**config.mk**
```make
export PLATFORM = sky130hd
export DESIGN_NAME = tile_scatter_loader_flat
export DESIGN_NICKNAME = d
export VERILOG_FILES = /design/src/rtl/tile_scatter_loader_if.sv /design/src/rtl/tile_scatter_loader.sv /design/src/flat_wrapper.sv
export SDC_FILE = /design/constraint.sdc
export NUM_CORES = 1
export LEC_CHECK = 0
export CAP_MARGIN = 5
export CORE_UTILIZATION = 40
export DETAILED_ROUTE_END_ITERATION = 16
export GPL_TIMING_DRIVEN = 0
export PLACE_DENSITY_LB_ADDON = 0.08
export SKIP_CTS_REPAIR_TIMING = 1
export SYNTH_ARGS = -nofsm -noshare
export SYNTH_HDL_FRONTEND = slang
export SYNTH_SLANG_ARGS = --single-unit
```
**constraint.sdc**
```tcl
create_clock -name clk -period 2.8 [get_ports clk]
set_input_delay 0.28 -clock clk [delete_from_list [all_inputs] [get_ports clk]]
set_output_delay 0.28 -clock clk [all_outputs]
set_load 0.05 [all_outputs]
```
**src/rtl/tile_scatter_loader_if.sv**
```systemverilog
// Handshake/bus bundle between the loader, its controller, the global buffer and the tile BRAMs.
// The master side is the controller plus global buffer; the slave side is the loader itself.
interface tile_scatter_loader_if #(
  parameter int DATA_WIDTH  = 32,
  parameter int ADDR_WIDTH  = 9,
  parameter int TADDR_WIDTH = 4,
  parameter int NUM_TILES   = 16
);
  logic                   start;
  logic [ADDR_WIDTH-1:0]  base_addr;
  logic                   stall;
  logic                   g_rd_en;
  logic [ADDR_WIDTH-1:0]  g_rd_addr;
  logic [DATA_WIDTH-1:0]  g_rd_data;
  logic [NUM_TILES-1:0]   tile_wr_en;
  logic [TADDR_WIDTH-1:0] tile_addr;
  logic [DATA_WIDTH-1:0]  tile_data;
  logic                   busy;
  logic                   done;

  modport master (
    output start, base_addr, stall, g_rd_data,
    input  g_rd_en, g_rd_addr, tile_wr_en, tile_addr, tile_data, busy, done
  );

  modport slave (
    input  start, base_addr, stall, g_rd_data,
    output g_rd_en, g_rd_addr, tile_wr_en, tile_addr, tile_data, busy, done
  );
endinterface

```
**src/rtl/tile_scatter_loader.sv**
```systemverilog
// Reads a MAT_DIM x MAT_DIM row-major matrix from the global buffer and scatters each
// word into the tile BRAM that owns it, one word per cycle with a 1-deep read pipeline.
module tile_scatter_loader #(
  parameter int DATA_WIDTH  = 32,
  parameter int TILE_SIZE   = 4,
  parameter int MAT_DIM     = 16,
  parameter int NUM_TILES   = 16,
  parameter int ADDR_WIDTH  = 9,
  parameter int TADDR_WIDTH = 4
) (
  input  logic                 clk,
  input  logic                 rst,
  tile_scatter_loader_if.slave bus
);
  localparam int TPR = MAT_DIM / TILE_SIZE;
  localparam int IW  = (TILE_SIZE > 1) ? $clog2(TILE_SIZE) : 1;
  localparam int TW  = (TPR > 1) ? $clog2(TPR) : 1;
  localparam int TIW = (NUM_TILES > 1) ? $clog2(NUM_TILES) : 1;

  typedef enum logic [1:0] {IDLE, READ, DRAIN, DONE} state_t;

  state_t                 state_reg, state_next;
  logic [ADDR_WIDTH-1:0]  addr_reg;
  logic [IW-1:0]          col_in_reg, row_in_reg;
  logic [TW-1:0]          col_tile_reg, row_tile_reg;
  logic                   valid_reg;
  logic [TIW-1:0]         wr_tile_reg;
  logic [TADDR_WIDTH-1:0] wr_off_reg;

  logic                   issue;
  logic                   col_last;
  logic                   row_last;
  logic                   last_issue;
  logic [TIW-1:0]         tile_idx;
  logic [TADDR_WIDTH-1:0] tile_off;
  logic [NUM_TILES-1:0]   wr_en_vec;
  logic [DATA_WIDTH-1:0]  rd_data;

  assign issue      = (state_reg == READ) && !bus.stall;
  assign col_last   = (col_in_reg == IW'(TILE_SIZE - 1)) && (col_tile_reg == TW'(TPR - 1));
  assign row_last   = (row_in_reg == IW'(TILE_SIZE - 1)) && (row_tile_reg == TW'(TPR - 1));
  assign last_issue = issue && col_last && row_last;

  // Tile/offset come from the sub-counters, so only constant multiplies remain.
  assign tile_idx = TIW'(int'(row_tile_reg) * TPR + int'(col_tile_reg));
  assign tile_off = TADDR_WIDTH'(int'(row_in_reg) * TILE_SIZE + int'(col_in_reg));

  always_comb begin
    state_next = state_reg;
    case (state_reg)
      IDLE:    if (bus.start) state_next = READ;
      READ:    if (last_issue) state_next = DRAIN;
      DRAIN:   state_next = DONE;
      DONE:    state_next = IDLE;
      default: state_next = IDLE;
    endcase
  end

  always_ff @(posedge clk) begin
    if (rst) begin
      state_reg    <= IDLE;
      addr_reg     <= '0;
      col_in_reg   <= '0;
      row_in_reg   <= '0;
      col_tile_reg <= '0;
      row_tile_reg <= '0;
      valid_reg    <= 1'b0;
      wr_tile_reg  <= '0;
      wr_off_reg   <= '0;
    end else begin
      state_reg <= state_next;
      valid_reg <= issue;
      if (issue) begin
        wr_tile_reg <= tile_idx;
        wr_off_reg  <= tile_off;
      end
      if (state_reg == IDLE && bus.start) begin
        addr_reg     <= bus.base_addr;
        col_in_reg   <= '0;
        row_in_reg   <= '0;
        col_tile_reg <= '0;
        row_tile_reg <= '0;
      end else if (issue) begin
        // Linear address wraps naturally modulo 2^ADDR_WIDTH.
        addr_reg <= addr_reg + ADDR_WIDTH'(1);
        if (col_in_reg == IW'(TILE_SIZE - 1)) begin
          col_in_reg <= '0;
          if (col_tile_reg == TW'(TPR - 1)) begin
            col_tile_reg <= '0;
            if (row_in_reg == IW'(TILE_SIZE - 1)) begin
              row_in_reg   <= '0;
              row_tile_reg <= row_tile_reg + TW'(1);
            end else begin
              row_in_reg <= row_in_reg + IW'(1);
            end
          end else begin
            col_tile_reg <= col_tile_reg + TW'(1);
          end
        end else begin
          col_in_reg <= col_in_reg + IW'(1);
        end
      end
    end
  end

  for (genvar gi = 0; gi < NUM_TILES; gi++) begin : g_wr_en
    assign wr_en_vec[gi] = valid_reg && (wr_tile_reg == TIW'(gi));
  end

  assign rd_data        = bus.g_rd_data;
  assign bus.g_rd_en    = issue;
  assign bus.g_rd_addr  = issue ? addr_reg : '0;
  assign bus.tile_wr_en = wr_en_vec;
  assign bus.tile_addr  = valid_reg ? wr_off_reg : '0;
  assign bus.tile_data  = valid_reg ? rd_data : '0;
  assign bus.busy       = (state_reg == READ) || (state_reg == DRAIN);
  assign bus.done       = (state_reg == DONE);
endmodule

```
**src/flat_wrapper.sv**
```systemverilog
// flat-port wrapper written by rule: the top's interface ports become plain ports
module tile_scatter_loader_flat 
#(
  parameter int DATA_WIDTH  = 32,
  parameter int TILE_SIZE   = 4,
  parameter int MAT_DIM     = 16,
  parameter int NUM_TILES   = 16,
  parameter int ADDR_WIDTH  = 9,
  parameter int TADDR_WIDTH = 4
)
  (clk, rst, bus_start, bus_base_addr, bus_stall, bus_g_rd_data, bus_g_rd_en, bus_g_rd_addr, bus_tile_wr_en, bus_tile_addr, bus_tile_data, bus_busy, bus_done);
  tile_scatter_loader_if #(.DATA_WIDTH(DATA_WIDTH), .ADDR_WIDTH(ADDR_WIDTH), .TADDR_WIDTH(TADDR_WIDTH), .NUM_TILES(NUM_TILES)) bus_i ();
  input  logic clk;
  input  logic rst;
  input wire logic [$bits(bus_i.start)-1:0] bus_start;
  input wire logic [$bits(bus_i.base_addr)-1:0] bus_base_addr;
  input wire logic [$bits(bus_i.stall)-1:0] bus_stall;
  input wire logic [$bits(bus_i.g_rd_data)-1:0] bus_g_rd_data;
  output wire logic [$bits(bus_i.g_rd_en)-1:0] bus_g_rd_en;
  output wire logic [$bits(bus_i.g_rd_addr)-1:0] bus_g_rd_addr;
  output wire logic [$bits(bus_i.tile_wr_en)-1:0] bus_tile_wr_en;
  output wire logic [$bits(bus_i.tile_addr)-1:0] bus_tile_addr;
  output wire logic [$bits(bus_i.tile_data)-1:0] bus_tile_data;
  output wire logic [$bits(bus_i.busy)-1:0] bus_busy;
  output wire logic [$bits(bus_i.done)-1:0] bus_done;
  assign bus_i.start = bus_start;
  assign bus_i.base_addr = bus_base_addr;
  assign bus_i.stall = bus_stall;
  assign bus_i.g_rd_data = bus_g_rd_data;
  assign bus_g_rd_en = bus_i.g_rd_en;
  assign bus_g_rd_addr = bus_i.g_rd_addr;
  assign bus_tile_wr_en = bus_i.tile_wr_en;
  assign bus_tile_addr = bus_i.tile_addr;
  assign bus_tile_data = bus_i.tile_data;
  assign bus_busy = bus_i.busy;
  assign bus_done = bus_i.done;
  tile_scatter_loader #(.DATA_WIDTH(DATA_WIDTH), .TILE_SIZE(TILE_SIZE), .MAT_DIM(MAT_DIM), .NUM_TILES(NUM_TILES), .ADDR_WIDTH(ADDR_WIDTH), .TADDR_WIDTH(TADDR_WIDTH)) u_core (.clk(clk), .rst(rst), .bus(bus_i));
endmodule
```
==> results of run 1 <==
layout by cell type (no fill, tap or decap), types with 2 or more instances in the layout:
master / netlist / layout
nor2_1: 26 / 26
a211oi_1: 2 / 2
dfxtp_1: 28 / 28
and2_1: 42 / 42
clkbuf_1: 9 / 8
xnor2_1: 2 / 2
o31ai_1: 2 / 2
nand3b_1: 5 / 5
nand2_1: 27 / 27
nand3_1: 4 / 4
or3_1: 5 / 5
nor3_1: 4 / 4
or3_2: 2 / 2
o21ai_0: 6 / 6
clkdlybuf4s50_1: 0 / 100
inv_1: 7 / 7
ha_1: 10 / 10
dlymetal6s2s_1: 0 / 8
clkbuf_8: 1 / 4
buf_2: 2 / 2
nand4b_1: 3 / 3
a311oi_1: 7 / 7
or4_1: 2 / 2
nand2b_1: 7 / 7
mux2i_1: 3 / 3
a21oi_1: 15 / 15
final cells by class:
cell class	instances	area, um2	share of cell area (%)
buffer	13	66.31	2.213
clock buffer	3	41.29	1.378
clock inverter	1	30.03	1.002
inverter	7	26.28	0.8768
multi-input combinational	182	1109	36.99
sequential	28	560.5	18.71
tap	50	62.56	2.088
timing repair buffer	108	1101	36.74
metal layers:
| metal | track usage, % | vias to the layer above |
|---|---|---|
| li1 | - | 1003 |
| met1 | 26.00 | 872 |
| met2 | 38.48 | 74 |
| met3 | 3.833 | 7 |
| met4 | 7.292 | 0 |
| met5 | 0 | - |
cell families (layout without fill, tap and decap cells):
group | count (synthesis) | count (layout) | share of synthesized area [%]
AND/OR/NAND/NOR | 132 | 132 | 40.65
AO/OA/AOI/OAI | 35 | 35 | 12.51
flip-flops | 28 | 28 | 31.84
buffers and inverters | 20 | 132 | 5.188
adder cells (fa/ha/maj) | 10 | 10 | 7.107
multiplexers | 3 | 3 | 1.706
XOR/XNOR | 2 | 2 | 0.9952
tightest hold or removal path, stage by stage, from the launching register on:
cell and delay [ps]:
dfxtp_1 320, nand2_1 50, a21oi_1 50
per-stage QoR:
step / total power, uW / setup TNS (ps)
after floorplan: 957.1 / 0
after global placement: 1177 / 0
after detailed placement: 1192 / -4.945
after CTS: 1509 / -607.0
after global routing: 1582 / 0
final: 1494 / 0
power by group:
| group | total (uW) | internal (uW) | switching [uW] |
|---|---|---|---|
| logic | 677 | 266 | 412 |
| clock network | 315 | 191 | 124 |
| registers | 501 | 449 | 52.2 |
| total | 1490 | 906 | 588 |
worst min path at each step:
stage / endpoint / slack (ps) / cells after the start
after floorplan: u_core.wr_off_reg[0]$_SDFFE_PP0P_ / 430 / 2
after global placement: u_core.wr_off_reg[1]$_SDFFE_PP0P_ / 440 / 2
after detailed placement: u_core.wr_off_reg[0]$_SDFFE_PP0P_ / 450 / 2
after CTS: u_core.wr_off_reg[0]$_SDFFE_PP0P_ / 460 / 2
after global routing: u_core.wr_off_reg[0]$_SDFFE_PP0P_ / 480 / 2
final: u_core.wr_off_reg[0]$_SDFFE_PP0P_ / 460 / 2
==> reports/qor.yml, run 1 <==
num-fill-cells: 341
cts_sinks: 28
utilization_pct: 72.82
worst_ir_drop_vdd_v: 0.0005530
synth_area_leaders: "dfxtp_1 32%, and2_1 15%, ha_1 7.1%"
grt_start_max_net_pins: 17
cts.htree.levels: 1
core_area_um2: 4115
die-height_um: 68.34
synth_edf_count: 0
worst_pin_slew_ps: 551.2
nets: 398
max_stage_delay_ps: 820
syn_to_final_growth_pct: 70.22
pwr_density_cell_nw_per_um2: 498.4
synth_area_per_cell_um2: 7.654
numPortBuffers: 108
cts_buffer_depth: 2
hold_viol: 0
clock.fmax_mhz: 381.1
start_util_pct: 42.78
dp.cells: 388
routed.top_layer: "met4"
synth_seq_cells: 28
ant_nets: 0
power.leakage_uw: 0.001225
setup.worst_path.class: "reg2out"
wl_met3_um: 427
hold_start: "u_core.wr_off_reg[0]$_SDFFE_PP0P_"
fin_crit_sh_pct: 93.71
die_area_um2: 4670
r2r_setup_slack_ps: 990
fin_skew_ps: 1.996
num_rows: 23
final_cell_count_no_fill: 392
wl_met2_um: 2310
vias: 1956
grt_antenna_before_repair: 0
drt_iter0_drc: 45
r2r_end: "u_core.addr_reg[3]$_SDFFE_PP0P_"
final_cell_area_um2: 2997
synth_common_cells: "42 x and2_1, 28 x dfxtp_1, 27 x nand2_1"
cp.depth: 7
hpwl_um: 4085
tritoncts.num_buffers: 3
path_cells: "inv_1 > ha_1 > buf_4 > nand2b_1 > clkbuf_2 > nor2_1 > clkdlybuf4s50_1"
layout-drive-gt1-share_pct: 4.386
largest_reg_flops: 9
cts_root_buf: "clkbuf_8"
synth_top_area_share_pct: 31.84
holdCritPathClass: "reg2reg"
setup_violations: 0
crit_required_ps: 2520
synth_nets: 285
place.gp.congestion: 0.7931
r2r-start: "u_core.state_reg[1]$_SDFFE_PP0P_"
grt_pass1_vias: 1671
startpoint: "u_core.state_reg[1]$_SDFFE_PP0P_"
async_flop_share_pct: 0
crit_slowest_cell: "clkdlybuf4s50_1"
rsz0062_at_grt: "no"
drt-met1-wl_um: 2210
crit_end: "bus_g_rd_addr[2]"
dpl_cell_area_um2: 2904
fin_crit_ps: 2624
post_drt_wl_per_cell_um: 12.82
grt_pass1_wl_um: 7624
yosysTopAreaCell: "dfxtp_1"
antennaDiodeCount: 0
maxSlewViolCount: 0
die_w_um: 68.34
drc: 0
synth_cell_type_count: 33
wirelength_um: 5025
vias_per_cell: 4.990
reg2reg_depth: 6
pre_cts_ws_ps: -4.945
start_kind: "flop"
timing.final.ws_setup_ps: 176.0
hold_ws_ps: 462.6
clkLatencyLatePin_ps: 270
syn-cell-area_um2: 1760
maxSlewHeadroom_pct: 63.14
yosysMostFrequentCell: "and2_1"
grt.overflow.total: 0
cp_max_fo: 10
synth-main-ff-cell: "dfxtp_1"
status: "completed"
worst-path-buf-inv: 4
cts_tree: "done"
firstDrtPassIters: 4
synth_seq_area_share_pct: 31.84
worstSetupEndpointType: "output pin"
synthCells: 230
ys_warn_count: 0
clk_pin_slew_ps: 90
cp_top_family: "buffers and inverters"
grt.total_usage_pct: 21.70
pin_count: 109
cp.arrival_ps: 2340
drv_cap: 0
Power figures use the tool's default switching activity.
==> run 2, diff against run 1 <==
--- a/config.mk
+++ b/config.mk
@@ -9,6 +9,7 @@
 export CORE_UTILIZATION = 40
 export DETAILED_ROUTE_END_ITERATION = 16
 export GPL_TIMING_DRIVEN = 0
+export MAX_ROUTING_LAYER = met4
 export PLACE_DENSITY_LB_ADDON = 0.08
 export SKIP_CTS_REPAIR_TIMING = 1
 export SYNTH_ARGS = -nofsm -noshare
==> run 2 against run 1 <==
Maximum frequency is essentially flat. Flip-flop and latch count is the same. Clock power rose by 1%. Core utilization is the same. Wire length is 0.18% higher. Critical endpoint unchanged. Critical path type unchanged. Die area unchanged. Clock skew is 2.1 ps higher. Design area stayed put. Via count is 0.20% lower. Sequential share of layout area unchanged. Critical path depth is the same. Largest cell class unchanged. Non-clock buffer count is the same.
==> reports/qor.yml, run 2 (same netlist as run 1, synthesis figures left out) <==
wirelength_um: 5034  # was 5025 um
antennaDiodeCount: 0  # unchanged
timing.final.ws_setup_ps: 176.7  # was 176.0 ps
worst_pin_slew_ps: 551.2  # unchanged
nets: 398  # unchanged
clk_pin_slew_ps: 100  # was 90 ps
post_drt_wl_per_cell_um: 12.84  # was 12.82 um
crit_slowest_cell: "clkdlybuf4s50_1"  # unchanged
grt_pass1_vias: 1675  # was 1671
p_seq_share_pct: 33.5  # was 33.6%
cts.htree.levels: 1  # unchanged
maxSlewViolCount: 0  # unchanged
numPortBuffers: 108  # unchanged
syn_to_final_growth_pct: 70.22  # unchanged
cts_sinks: 28  # unchanged
holdCritPathClass: "reg2reg"  # unchanged
core_area_um2: 4115  # unchanged
fin_crit_sh_pct: 93.69  # was 93.71%
layout.cells.most_common_list: "100 x clkdlybuf4s50_1, 42 x and2_1, 28 x dfxtp_1"  # unchanged
grt_start_max_net_pins: 17  # unchanged
cts_root_buf: "clkbuf_8"  # unchanged
cp.arrival_ps: 2340  # about the same
max_stage_delay_ps: 820  # about the same
fin_skew_ps: 4.086  # was 1.996 ps
drv_cap: 0  # unchanged
path_cells: "inv_1 > ha_1 > buf_4 > nand2b_1 > clkbuf_2 > nor2_1 > clkdlybuf4s50_1"  # unchanged
maxSlewHeadroom_pct: 63.14  # unchanged
final_common_cell: "clkdlybuf4s50_1"  # unchanged
place.gp.congestion: 0.8044  # was 0.7931
tritoncts.num_buffers: 3  # unchanged
start_util_pct: 42.78  # unchanged
pre_cts_ws_ps: -4.945  # unchanged
grt_antenna_before_repair: 0  # unchanged
firstDrtPassIters: 4  # unchanged
fin_crit_ps: 2623  # was 2624 ps
cts_buffer_depth: 2  # unchanged
status: "completed"  # unchanged
clkLatencyLatePin_ps: 280  # was 270 ps
die-height_um: 68.34  # unchanged
cp_top_family: "buffers and inverters"  # unchanged
die_area_um2: 4670  # unchanged
vias_per_cell: 4.980  # was 4.990
num_rows: 23  # unchanged
setup_violations: 0  # unchanged
p_sw_uw: 590.5  # was 587.6 uW
drt_iter0_drc: 49  # was 45
rsz0062_at_grt: "no"  # unchanged
clock.fmax_mhz: 381.2  # was 381.1 MHz
grt.total_usage_pct: 22.29  # was 21.70%
total_power_uw: 1497  # was 1494 uW
power.share.switching_pct: 39.46  # was 39.35%
pin_count: 109  # unchanged
vias: 1952  # was 1956
cell_internal_pwr_uw: 906.1  # was 905.9 uW
pwr_density_cell_nw_per_um2: 499.4  # was 498.4 nW/um2
worst_ir_drop_vdd_v: 0.0005522  # was 0.0005530 V
largest_reg_flops: 9  # unchanged
drc: 0  # unchanged
worst-path-buf-inv: 4  # unchanged
p_comb_share_pct: 45.2  # was 45.3%
ant_nets: 0  # unchanged
cts_tree: "done"  # unchanged
hold_ws_ps: 462.7  # was 462.6 ps
power.leakage_uw: 0.001225  # unchanged
hold_viol: 0  # unchanged
layout-drive-gt1-share_pct: 4.386  # unchanged
setup_tns_ps: 0  # unchanged
hpwl_um: 4085  # unchanged
die_w_um: 68.34  # unchanged
grt_pass1_wl_um: 7624  # unchanged
grt.overflow.total: 0  # unchanged
crit_required_ps: 2520  # about the same
p_clk_share_pct: 21.3  # was 21.1%
cp_max_fo: 10  # unchanged
setup.worst_path.class: "reg2out"  # unchanged
start_kind: "flop"  # unchanged
worstSetupEndpointType: "output pin"  # unchanged
-- run 2: area by class of cell --
class	count	area (um2)
plain buffers	13	66.31
multi-input cells	182	1109
well taps	50	62.56
flip-flops and latches	28	560.5
fillers	341	1119
repair buffers	108	1101
clock inverters	1	30.03
clock buffers	3	41.29
inverters	7	26.28
-- run 2: worst paths after layout --
check	start	to	slack [ps]	cells past startpoint
max	u_core.state_reg[1]$_SDFFE_PP0P_	bus_g_rd_addr[2]	180	7
min	u_core.wr_off_reg[0]$_SDFFE_PP0P_	u_core.wr_off_reg[0]$_SDFFE_PP0P_	460	2
max reg2reg	u_core.state_reg[1]$_SDFFE_PP0P_	u_core.addr_reg[3]$_SDFFE_PP0P_	1000	6
min reg2reg	u_core.wr_off_reg[0]$_SDFFE_PP0P_	u_core.wr_off_reg[0]$_SDFFE_PP0P_	460	2
-- run 2: tightest hold or removal path: cells and delay by family, from the launching register on --
kind	cells	cell delay [ps]
AOI/OAI and AO/OA	1	50
and+or+nand+nor	1	50
DFF	1	320
-- run 2: stage by stage --
| step | util [%] | std cells | cell area (um2) |
|---|---|---|---|
| after global routing | 72.82 | 392 | 2997 |
| after global placement | 70.57 | 388 | 2904 |
| after floorplan | - | 230 | 1760 |
| after CTS | 72.30 | 392 | 2975 |
| after detailed placement | 70.57 | 388 | 2904 |
| final | 72.82 | 392 | 2997 |
-- run 2: power by group through the flow --
stage | Combinational, uW | Clock, uW | Sequential, uW
finish | 677 | 319 | 501
floorplan | 462 | 0 | 495
detailed placement | 682 | 0 | 510
global placement | 670 | 0 | 508
CTS | 685 | 324 | 500
global route | 736 | 337 | 508
-- run 2: routing by layer --
metal  vias up  routed length (um)  global-route usage, %
met2        77                2305                  38.36
met3         7                 450                  3.833
met5         -                   0                      -
li1       1001                   -                      -
met1       867                2198                  26.00
met4         0                  80                  7.292
==> run 3, diff against run 2 <==
--- a/config.mk
+++ b/config.mk
@@ -6,7 +6,9 @@
 export NUM_CORES = 1
 export LEC_CHECK = 0
 export CAP_MARGIN = 5
-export CORE_UTILIZATION = 40
+export CELL_PAD_IN_SITES_DETAIL_PLACEMENT = 2
+export CELL_PAD_IN_SITES_GLOBAL_PLACEMENT = 2
+export CORE_UTILIZATION = 17
 export DETAILED_ROUTE_END_ITERATION = 16
 export GPL_TIMING_DRIVEN = 0
 export MAX_ROUTING_LAYER = met4
==> constraint.sdc (replaced) <==
create_clock -name clk -period 2.25 [get_ports clk]
set_input_delay 0.225 -clock clk [delete_from_list [all_inputs] [get_ports clk]]
set_output_delay 0.225 -clock clk [all_outputs]
set_load 0.05 [all_outputs]
==> run 3 against run 2 <==
Worst setup slack got worse by 65 ps. Combinational power is 30% higher. Clock power increased by 29%. Sequential power increased by 26%. Hold slack gained 1.1 ps. Clock skew barely moved. Non-clock buffer count up 4. Final cell count up 22%. Flip-flop and latch count did not move. Critical endpoint is now bus_g_rd_addr[3]. Largest power group unchanged.
==> reports/qor.yml, run 3 (same netlist as run 1, synthesis figures left out) <==
status: "completed"  # unchanged
busiest_layer: "met2"  # unchanged
grt_start_max_net_pins: 17  # unchanged
num_rows: 36  # was 23
cts_sinks: 28  # unchanged
clock.fmax_mhz: 467.6
setup_violations: 0  # unchanged
start_kind: "flop"  # unchanged
largest_reg_flops: 9  # unchanged
ant_nets: 0  # unchanged
power.share.switching_pct: 41.36  # was 39.46%
drv_cap: 0  # unchanged
syn_to_final_growth_pct: 76.62  # was 70.22%
drc: 0  # unchanged
holdCritPathClass: "reg2reg"  # unchanged
dpl_cell_area_um2: 3008  # was 2904 um2
cell_internal_pwr_uw: 1128  # was 906.1 uW
final_common_cell: "clkdlybuf4s50_1"  # unchanged
cp.arrival_ps: 1910  # was 2340 ps
layout-drive-gt1-share_pct: 13.01  # was 4.386%
numPortBuffers: 108  # unchanged
die-height_um: 103.8  # was 68.34 um
clk_pin_slew_ps: 110  # was 100 ps
grt_pass1_wl_um: 11280  # was 7624 um
multi_input_area_um2: 1111  # was 1109 um2
crit_required_ps: 2030  # was 2520 ps
p_clk_share_pct: 21.4  # was 21.3%
antennaDiodeCount: 0  # unchanged
cpMostUsedCell: "buf_4"
cts.htree.levels: 1  # unchanged
path_cells: "inv_1 > ha_1 > buf_4 > nand2b_2 > clkinvlp_4 > buf_4 > and2_2 > clkbuf_2"  # was inv_1 > ha_1 > buf_4 > nand2b_1 > clkbuf_2 > nor2_1 > clkdlybuf4s50_1
wirelength_um: 7103  # was 5034 um
crit_slowest_cell: "dfxtp_2"  # was clkdlybuf4s50_1
use_met3_pct: 2.580  # was 3.833%
maxSlewViolCount: 0  # unchanged
tritoncts.num_buffers: 3  # unchanged
maxSlewHeadroom_pct: 63.77  # was 63.14%
drt_iter0_drc: 63  # was 49
worst_pin_slew_ps: 543.5  # was 551.2 ps
met1_usage_pct: 18.33  # was 26.00%
post_drt_wl_per_cell_um: 14.83  # was 12.84 um
rsz0062_at_grt: "no"  # unchanged
final_cell_area_um2: 3109  # was 2997 um2
grt_pass1_vias: 2051  # was 1675
gr-usage-met2_pct: 20.33  # was 38.36%
grt.overflow.total: 0  # unchanged
fin_crit_sh_pct: 95.05
vias: 2002  # was 1952
fin_skew_ps: 4.147  # was 4.086 ps
cts_root_buf: "clkbuf_8"  # unchanged
hpwl_um: 5519  # was 4085 um
worst_ir_drop_vdd_v: 0.0003872  # was 0.0005522 V
vias_per_cell: 4.180  # was 4.980
die_w_um: 103.8  # was 68.34 um
cp_max_fo: 9  # was 10
start_util_pct: 17.77  # was 42.78%
p_sw_uw: 795.8  # was 590.5 uW
max_stage_delay_ps: 380  # was 820 ps
die_area_um2: 10770  # was 4670 um2
setup.worst_path.class: "reg2out"  # unchanged
p_seq_share_pct: 32.7  # was 33.5%
grt_antenna_before_repair: 0  # unchanged
total_power_uw: 1924  # was 1497 uW
core_area_um2: 9910  # was 4115 um2
p_comb_share_pct: 45.9  # was 45.2%
ff_latch_area_um2: 561.8  # was 560.5 um2
cts_buffer_depth: 2  # unchanged
fin_crit_ps: 2139
firstDrtPassIters: 4  # unchanged
layout.cells.most_common_list: "46 x clkdlybuf4s50_1, 42 x and2_1, 40 x dlymetal6s2s_1"  # was 100 x clkdlybuf4s50_1, 42 x and2_1, 28 x dfxtp_1
num-fill-cells: 1140  # was 341
pwr_density_cell_nw_per_um2: 618.8  # was 499.4 nW/um2
hold_viol: 0  # unchanged
grt.total_usage_pct: 13.23  # was 22.29%
pin_count: 109  # unchanged
worstSetupEndpointType: "output pin"  # unchanged
power.leakage_uw: 0.001861  # was 0.001225 uW
cts_tree: "done"  # unchanged
clkLatencyLatePin_ps: 280  # about the same
nets: 402  # was 398
place.gp.congestion: 0.7012  # was 0.8044
[run 3: critical path: cells and delay by family (launching register included)]
family	cells	cell delay, ps
fa+ha+maj	1	180
simple gates	2	330
buf+inv	5	740
flops	1	380
[run 3: area by class of cell]
class	instances	area share, %
multi-input combinational	182	35.73
tap	133	5.352
buffer	12	2.012
clock buffer	3	1.328
sequential	28	18.07
inverter	7	0.9658
clock inverter	1	0.9658
timing repair buffer	113	35.57
[run 3: path summary, 6_finish.rpt]
check,start,endpoint,slack (ps),cells after the start
min reg2reg,u_core.wr_off_reg[1]$_SDFFE_PP0P_,u_core.wr_off_reg[1]$_SDFFE_PP0P_,460,2
max reg2reg,u_core.state_reg[1]$_SDFFE_PP0P_,u_core.addr_reg[0]$_SDFFE_PP0P_,340,10
max,u_core.state_reg[1]$_SDFFE_PP0P_,bus_g_rd_addr[3],110,8
min,u_core.wr_off_reg[1]$_SDFFE_PP0P_,u_core.wr_off_reg[1]$_SDFFE_PP0P_,460,2
[run 3: per-layer routing]
metal	part of all wire, %	vias to the layer above
li1	-	1006
met1	52	929
met2	43	65
met3	4.4	2
met4	0.35	0
met5	0	-
[run 3: power by group through the flow]
stage	clock (uW)	sequential, uW	combinational (uW)
4_1_cts	432	629	893
2_1_floorplan	0	617	574
3_3_place_gp	0	638	878
3_5_place_dp	0	640	887
6_report	411	629	883
5_1_grt	447	643	965
[run 3: stage by stage]
step / TNS, ps / instances / setup WS, ps / hold WS [ps] / utilization, %
after global routing: 0 / 479 / 5.556 / 487.3 / 31.38
after global placement: -5140 / 471 / -579.6 / 443.6 / 30.35
after floorplan: 0 / 230 / 34.13 / 403.4 / -
after CTS: -13460 / 475 / -773.2 / 465.4 / 31.07
after detailed placement: -5157 / 471 / -589.8 / 449.1 / 30.35
final: 0 / 479 / 111.3 / 463.8 / 31.38
